### src/rtl/data_mem_pkg.sv
`default_nettype none
// ============================================================================
// Module   : data_mem_pkg
// Brief    : Shared types and defaults for the data memory arbiter.
// Revision : 1.0
// ============================================================================
package data_mem_pkg;

    localparam int c_addr_w = 8;
    localparam int c_data_w = 8;

    typedef enum logic {
        PORT_A = 1'b0,
        PORT_B = 1'b1
    } port_e;

    typedef enum logic [1:0] {
        ST_IDLE  = 2'd0,
        ST_OWN_A = 2'd1,
        ST_OWN_B = 2'd2
    } lock_state_e;

endpackage
`default_nettype wire

### src/rtl/data_mem_arbiter_if.sv
`default_nettype none
// ============================================================================
// Module   : data_mem_arbiter_if
// Brief    : Request ports A/B plus the memory-side bus of the arbiter.
// Revision : 1.0
// ============================================================================
interface data_mem_arbiter_if
    import data_mem_pkg::*;
#(
    parameter int ADDR_W = c_addr_w,
    parameter int DATA_W = c_data_w
);
    logic              a_req,    b_req;
    logic              a_we,     b_we;
    logic              a_lock,   b_lock;
    logic [ADDR_W-1:0] a_addr,   b_addr;
    logic [DATA_W-1:0] a_wdata,  b_wdata;
    logic              a_gnt,    b_gnt;
    logic              a_rvalid, b_rvalid;
    logic [DATA_W-1:0] a_rdata,  b_rdata;
    logic              en_drd;
    logic              en_dwr;
    logic [ADDR_W-1:0] mem_addr;
    logic [DATA_W-1:0] mem_din;
    logic [DATA_W-1:0] mem_dout;

    // Arbiter side.
    modport slave (
        input  a_req, a_we, a_lock, a_addr, a_wdata,
        input  b_req, b_we, b_lock, b_addr, b_wdata,
        input  mem_dout,
        output a_gnt, b_gnt, a_rvalid, b_rvalid, a_rdata, b_rdata,
        output en_drd, en_dwr, mem_addr, mem_din
    );

    // Requesters and memory side.
    modport master (
        output a_req, a_we, a_lock, a_addr, a_wdata,
        output b_req, b_we, b_lock, b_addr, b_wdata,
        output mem_dout,
        input  a_gnt, b_gnt, a_rvalid, b_rvalid, a_rdata, b_rdata,
        input  en_drd, en_dwr, mem_addr, mem_din
    );
endinterface
`default_nettype wire

### src/rtl/data_mem_arbiter_rr_pick2.sv
`default_nettype none
// ============================================================================
// Module   : rr_pick2
// Brief    : Two-request round-robin picker; one-hot grant {B, A}.
// Revision : 1.0
// ============================================================================
module rr_pick2
    import data_mem_pkg::*;
(
    input  wire logic       i_req_a,
    input  wire logic       i_req_b,
    input  wire port_e      i_last,
    output logic      [1:0] o_gnt
);

    always_comb begin
        o_gnt = {i_req_b, i_req_a};
        // On contention the port that was not served last wins.
        if (i_req_a && i_req_b) begin
            o_gnt = (i_last == PORT_B) ? 2'b01 : 2'b10;
        end
    end

endmodule
`default_nettype wire

### src/rtl/data_mem_arbiter.sv
`default_nettype none
// ============================================================================
// Module   : data_mem_arbiter
// Brief    : Shares a single-port sync data memory between ports A and B.
// Revision : 1.0
// ============================================================================
module data_mem_arbiter
    import data_mem_pkg::*;
#(
    parameter int ADDR_W   = c_addr_w,
    parameter int DATA_W   = c_data_w,
    parameter int LOCK_MAX = 4
) (
    input wire logic          clk,
    input wire logic          rst_n,
    data_mem_arbiter_if.slave bus
);

    localparam logic [3:0] c_lock_max = 4'(LOCK_MAX);

    lock_state_e       r_state_q,       w_state_d;
    logic [3:0]        r_lock_cnt_q,    w_lock_cnt_d;
    port_e             r_last_q,        w_last_d;
    logic              r_rd_tag_v_q,    w_rd_tag_v_d;
    port_e             r_rd_tag_port_q, w_rd_tag_port_d;

    logic [1:0]        w_rr_gnt;
    logic [1:0]        w_gnt;
    logic              w_any_gnt;
    port_e             w_gnt_port;
    logic              w_gnt_we;
    logic              w_gnt_lock;
    logic              w_owner_match;
    logic [3:0]        w_cnt_inc;
    logic [ADDR_W-1:0] w_mem_addr;
    logic [DATA_W-1:0] w_mem_din;

    rr_pick2 u_rr_pick2 (
        .i_req_a (bus.a_req),
        .i_req_b (bus.b_req),
        .i_last  (r_last_q),
        .o_gnt   (w_rr_gnt)
    );

    always_comb begin
        w_gnt = w_rr_gnt;
        if (r_state_q == ST_OWN_A && bus.a_req) begin
            w_gnt = 2'b01;
        end else if (r_state_q == ST_OWN_B && bus.b_req) begin
            w_gnt = 2'b10;
        end
        if (!rst_n) begin
            w_gnt = 2'b00;
        end
    end

    assign w_any_gnt  = |w_gnt;
    assign w_gnt_port = w_gnt[1] ? PORT_B : PORT_A;
    assign w_gnt_we   = w_gnt[1] ? bus.b_we   : bus.a_we;
    assign w_gnt_lock = w_gnt[1] ? bus.b_lock : bus.a_lock;
    assign w_mem_addr = w_gnt[1] ? bus.b_addr  : bus.a_addr;
    assign w_mem_din  = w_gnt[1] ? bus.b_wdata : bus.a_wdata;

    assign bus.a_gnt    = w_gnt[0];
    assign bus.b_gnt    = w_gnt[1];
    assign bus.en_dwr   = w_any_gnt &  w_gnt_we;
    assign bus.en_drd   = w_any_gnt & ~w_gnt_we;
    assign bus.mem_addr = w_mem_addr;
    assign bus.mem_din  = w_mem_din;

    // Counting continues only while the same owner keeps its lock.
    assign w_owner_match = (w_gnt_port == PORT_A && r_state_q == ST_OWN_A) ||
                           (w_gnt_port == PORT_B && r_state_q == ST_OWN_B);
    assign w_cnt_inc     = (w_owner_match ? r_lock_cnt_q : 4'd0) + 4'd1;

    always_comb begin
        w_state_d       = ST_IDLE;
        w_lock_cnt_d    = 4'd0;
        w_last_d        = r_last_q;
        w_rd_tag_v_d    = w_any_gnt & ~w_gnt_we;
        w_rd_tag_port_d = w_gnt_port;
        if (w_any_gnt) begin
            w_last_d = w_gnt_port;
            // Hitting the bound drops to IDLE with last = owner, handing off.
            if (w_gnt_lock && (w_cnt_inc < c_lock_max)) begin
                w_state_d    = (w_gnt_port == PORT_A) ? ST_OWN_A : ST_OWN_B;
                w_lock_cnt_d = w_cnt_inc;
            end
        end
    end

    always_ff @(posedge clk or negedge rst_n) begin
        if (!rst_n) begin
            r_state_q       <= ST_IDLE;
            r_lock_cnt_q    <= 4'd0;
            r_last_q        <= PORT_B;
            r_rd_tag_v_q    <= 1'b0;
            r_rd_tag_port_q <= PORT_A;
        end else begin
            r_state_q       <= w_state_d;
            r_lock_cnt_q    <= w_lock_cnt_d;
            r_last_q        <= w_last_d;
            r_rd_tag_v_q    <= w_rd_tag_v_d;
            r_rd_tag_port_q <= w_rd_tag_port_d;
        end
    end

    assign bus.a_rvalid = r_rd_tag_v_q && (r_rd_tag_port_q == PORT_A);
    assign bus.b_rvalid = r_rd_tag_v_q && (r_rd_tag_port_q == PORT_B);
    assign bus.a_rdata  = bus.mem_dout;
    assign bus.b_rdata  = bus.mem_dout;

endmodule
`default_nettype wire

### src/flat_wrapper.sv
// flat-port wrapper written by rule: the top's interface ports become plain ports
module data_mem_arbiter_flat import data_mem_pkg::*;
#(
    parameter int ADDR_W   = c_addr_w,
    parameter int DATA_W   = c_data_w,
    parameter int LOCK_MAX = 4
)
  (clk, rst_n, bus_a_req, bus_a_we, bus_a_lock, bus_a_addr, bus_a_wdata, bus_b_req, bus_b_we, bus_b_lock, bus_b_addr, bus_b_wdata, bus_mem_dout, bus_a_gnt, bus_b_gnt, bus_a_rvalid, bus_b_rvalid, bus_a_rdata, bus_b_rdata, bus_en_drd, bus_en_dwr, bus_mem_addr, bus_mem_din);
  data_mem_arbiter_if #(.ADDR_W(ADDR_W), .DATA_W(DATA_W)) bus_i ();
  input wire logic clk;
  input wire logic rst_n;
  input wire logic [$bits(bus_i.a_req)-1:0] bus_a_req;
  input wire logic [$bits(bus_i.a_we)-1:0] bus_a_we;
  input wire logic [$bits(bus_i.a_lock)-1:0] bus_a_lock;
  input wire logic [$bits(bus_i.a_addr)-1:0] bus_a_addr;
  input wire logic [$bits(bus_i.a_wdata)-1:0] bus_a_wdata;
  input wire logic [$bits(bus_i.b_req)-1:0] bus_b_req;
  input wire logic [$bits(bus_i.b_we)-1:0] bus_b_we;
  input wire logic [$bits(bus_i.b_lock)-1:0] bus_b_lock;
  input wire logic [$bits(bus_i.b_addr)-1:0] bus_b_addr;
  input wire logic [$bits(bus_i.b_wdata)-1:0] bus_b_wdata;
  input wire logic [$bits(bus_i.mem_dout)-1:0] bus_mem_dout;
  output wire logic [$bits(bus_i.a_gnt)-1:0] bus_a_gnt;
  output wire logic [$bits(bus_i.b_gnt)-1:0] bus_b_gnt;
  output wire logic [$bits(bus_i.a_rvalid)-1:0] bus_a_rvalid;
  output wire logic [$bits(bus_i.b_rvalid)-1:0] bus_b_rvalid;
  output wire logic [$bits(bus_i.a_rdata)-1:0] bus_a_rdata;
  output wire logic [$bits(bus_i.b_rdata)-1:0] bus_b_rdata;
  output wire logic [$bits(bus_i.en_drd)-1:0] bus_en_drd;
  output wire logic [$bits(bus_i.en_dwr)-1:0] bus_en_dwr;
  output wire logic [$bits(bus_i.mem_addr)-1:0] bus_mem_addr;
  output wire logic [$bits(bus_i.mem_din)-1:0] bus_mem_din;
  assign bus_i.a_req = bus_a_req;
  assign bus_i.a_we = bus_a_we;
  assign bus_i.a_lock = bus_a_lock;
  assign bus_i.a_addr = bus_a_addr;
  assign bus_i.a_wdata = bus_a_wdata;
  assign bus_i.b_req = bus_b_req;
  assign bus_i.b_we = bus_b_we;
  assign bus_i.b_lock = bus_b_lock;
  assign bus_i.b_addr = bus_b_addr;
  assign bus_i.b_wdata = bus_b_wdata;
  assign bus_i.mem_dout = bus_mem_dout;
  assign bus_a_gnt = bus_i.a_gnt;
  assign bus_b_gnt = bus_i.b_gnt;
  assign bus_a_rvalid = bus_i.a_rvalid;
  assign bus_b_rvalid = bus_i.b_rvalid;
  assign bus_a_rdata = bus_i.a_rdata;
  assign bus_b_rdata = bus_i.b_rdata;
  assign bus_en_drd = bus_i.en_drd;
  assign bus_en_dwr = bus_i.en_dwr;
  assign bus_mem_addr = bus_i.mem_addr;
  assign bus_mem_din = bus_i.mem_din;
  data_mem_arbiter #(.ADDR_W(ADDR_W), .DATA_W(DATA_W), .LOCK_MAX(LOCK_MAX)) u_core (.clk(clk), .rst_n(rst_n), .bus(bus_i));
endmodule
### config.mk
export PLATFORM = sky130hd
export DESIGN_NAME = data_mem_arbiter_flat
export DESIGN_NICKNAME = d
export VERILOG_FILES = /design/src/rtl/data_mem_pkg.sv /design/src/rtl/data_mem_arbiter_if.sv /design/src/rtl/data_mem_arbiter_rr_pick2.sv /design/src/rtl/data_mem_arbiter.sv /design/src/flat_wrapper.sv
export SDC_FILE = /design/constraint.sdc
export NUM_CORES = 1
export LEC_CHECK = 0
export CORE_MARGIN = 2
export CORE_UTILIZATION = 29
export CTS_CLUSTER_SIZE = 25
export DETAILED_ROUTE_END_ITERATION = 7
export GPL_ROUTABILITY_DRIVEN = 0
export PLACE_DENSITY = 0.79
export SLEW_MARGIN = 40
export SYNTH_ARGS = -nofsm -noshare
export SYNTH_HDL_FRONTEND = slang
export SYNTH_SLANG_ARGS = --single-unit
### constraint.sdc
create_clock -name clk -period 2.3 [get_ports clk]
set_input_delay 0.575 -clock clk [delete_from_list [all_inputs] [get_ports clk]]
set_output_delay 0.575 -clock clk [all_outputs]
set_load 0.05 [all_outputs]
==> impl_metrics.tcl <==
set metrics [dict create \
    die_w_um 58.7 \
    crit_type "flip-flop to primary output" \
    clkLatencyLatePin_ns 0.27 \
    reg2reg_from "u_core.r_state_q[1]" \
    io_pins 86 \
    arrival_ns 1.85 \
    syn_area_um2 867 \
    worst_pin_slew_ns 0.525 \
    grt_pass1_vias 875 \
    maxCapViolations 0 \
    ys.flop_type "dfrtp_1" \
    violations "design-rule violations, negative setup slack" \
    status "complete, but fails checks" \
    syn_avg_cell_area_um2 11.0 \
    grt-ovfl-total 0 \
    globalRouteTotalUtil_pct 14.6 \
    final_max_slew_viol_count 0 \
    cts_sinks 9 \
    reg2reg_depth 10 \
    fmax_mhz 413 \
    start_kind "flip-flop" \
    via_count 831 \
    cts_buffers 3 \
    grt_pass1_wl_mm 3.82 \
    routed_wl_mm 2.77 \
    final-setup-viol-count 18 \
    crit_fanout 5 \
    relSlewSlack_pct 64.9 \
    clock_path_buffers 2 \
    antenna_found_initial 0 \
    fin_ws_ns -0.124 \
    timing.rr.end "u_core.r_lock_cnt_q[0]" \
    ant_nets 0 \
    syn_inst 79 \
    utilization_pct 61.1 \
    powerDensity_nw_per_um2 437 \
    async_flop_share_pct 100 \
    route.detailed.drc 10 \
    drtIter0Drc 24 \
    period_needed_ns 2.42 \
    finalHoldViolCount 0 \
    finalNetCount 196 \
    synth-seq-cells 9 \
    areaGrowthSynthToFinish_pct 97.5 \
    p_sw_mw 0.272 \
    synth_seq_area_share_pct 26.1 \
    port_buffers 61 \
    peakVddDrop_mv 0.275 \
    seqPwrFrac_pct 24.3 \
    p_leak_nw 0.793 \
    cts-root-buf "clkbuf_4" \
    wire_per_inst_um 15.7 \
    min-delay-path-class "input pin to asynchronous set/reset pin" \
    die_h_um 58.7 \
    min_period_over_period_pct 105 \
    switching_share_pct 36.3 \
    end_kind "primary output" \
    ys_warn_count 0 \
    diodes 0 \
    synth_cell_types 31 \
    htreeDepth 1 \
    clock_power_share_pct 16.8 \
    rsz0062_at_grt "true" \
    internal-power_mw 0.476 \
    worstPathRequired_ns 1.73 \
    skew_ns 0.0111 \
    viasPerCell 4.69 \
    ff2ff_setup_slack_ns 0.26 \
    row_count 19 \
    synth_edf_count 0 \
    drive_gt1_share_pct 47.3 \
    hpwl_mm 2.15 \
    tritoncts "built" \
    core_um2 2810 \
    start_util_pct 30.9 \
    die_area_um2 3440 \
    combPwrFrac_pct 58.9 \
    drtPass1Iterations 6 \
    grt_max_degree 12 \
    setup-tns-final_ns -1.56 \
    clk_transition_reported_paths_ns 0.07 \
]
-- final cells by class --
cell class,instances,area (µm²)
clock buffer,4,26.3
fill,224,1090
inverter,3,11.3
multi-input combinational,50,520
sequential,9,228
tap,31,38.8
timing repair buffer,80,888
-- repair_timing --
| action | CTS | global route |
|---|---|---|
| endpoints found under the hold margin | 0 | 0 |
| gates cloned | 1 | 0 |
| pin swaps | 4 | 2 |
| hold buffers | 0 | 0 |
| setup buffers | 4 | 2 |
| endpoints found under the setup margin | 23 | 19 |
| gates resized for setup | 20 | 15 |
-- power by group through the flow --
stage | clock, mW | sequential, mW | combinational [mW]
3_3_place_gp | 0 | 0.181 | 0.370
5_1_grt | 0.138 | 0.183 | 0.457
4_1_cts | 0.128 | 0.179 | 0.420
2_1_floorplan | 0 | 0.180 | 0.291
3_5_place_dp | 0 | 0.182 | 0.378
6_report | 0.126 | 0.182 | 0.440
-- per-stage QoR --
step / area [µm²] / instances / power (mW) / hold WS (ns) / setup slack [ns]
after global routing: 1710 / 177 / 0.779 / 0.479 / -0.171
after CTS: 1640 / 175 / 0.728 / 0.472 / -0.133
final: 1710 / 177 / 0.748 / 0.462 / -0.124
after detailed placement: 1480 / 166 / 0.560 / 0.508 / -0.364
after floorplan: 871 / 80 / 0.471 / 0.279 / 0.0103
after global placement: 1480 / 166 / 0.551 / 0.502 / -0.353
-- sequential cells by signal, indices dropped and copies added, names as in the netlist --
name                    flops
u_core.r_rd_tag_port_q      1
u_core.r_last_q             1
u_core.r_lock_cnt_q         4
u_core.r_state_q            2
u_core.r_rd_tag_v_q         1
-- synth_stat cells, types with 2 or more instances --
| cell | instances | area share (%) |
|---|---|---|
| dfrtp_1 | 8 | 23 |
| and2_1 | 4 | 2.9 |
| nand2_1 | 3 | 1.3 |
| inv_1 | 3 | 1.3 |
| and3_1 | 4 | 2.9 |
| buf_4 | 16 | 14 |
| mux2_4 | 15 | 26 |
| nor2_1 | 2 | 0.87 |
| a22o_1 | 2 | 2.0 |
-- logic make-up after synthesis --
| kind of cell | after synthesis | share of synthesized area [%] |
|---|---|---|
| mux | 16 | 27.3 |
| simple gates | 23 | 15.9 |
| other cells | 1 | 0.432 |
| compound gates | 8 | 9.67 |
| flops | 9 | 26.1 |
| buf+inv | 21 | 19.2 |
| fa+ha+maj | 1 | 1.44 |
-- worst max-delay path, cell delays in order (launching register included) --
cell and delay, ns:
dfrtp_1 0.39, nand2b_4 0.16, a21oi_4 0.15, o21ba_4 0.20, buf_6 0.12, buf_12 0.11, mux2_4 0.30, buf_8 0.15
-- cells in the final DEF, fill, tap and decap left out, drive strengths merged, types with 2 or more instances in the layout --
cell type	n
and2	4
mux2	16
nor2	2
buf	39
clkbuf	4
nor2b	2
nand2	3
dfrtp	8
and3	4
a22o	2
clkdlybuf4s15	2
inv	3
conb	2
clkdlybuf4s50	38
-- routing by layer --
| layer | wire length, µm | global-route usage (%) | vias to the layer above | share of wire, % |
|---|---|---|---|---|
| li1 | - | - | 394 | - |
| met1 | 780 | 12.6 | 369 | 28 |
| met2 | 1560 | 29.2 | 60 | 56 |
| met3 | 365 | 4.62 | 8 | 13 |
| met4 | 70 | 7.79 | 0 | 2.5 |
| met5 | 0 | 0 | - | 0 |
-- how the worst max path moves through the flow --
stage / startpoint / to / cells past startpoint
2_1_floorplan: u_core.r_last_q / bus_en_drd / 4
3_3_place_gp: rst_n / bus_mem_din[4] / 6
3_5_place_dp: rst_n / bus_mem_addr[5] / 6
4_1_cts: u_core.r_state_q[0] / bus_mem_addr[5] / 7
5_1_grt: u_core.r_state_q[0] / bus_mem_addr[5] / 7
6_report: u_core.r_state_q[0] / bus_mem_addr[5] / 7
No activity file was read; power rests on OpenSTA's default activity.
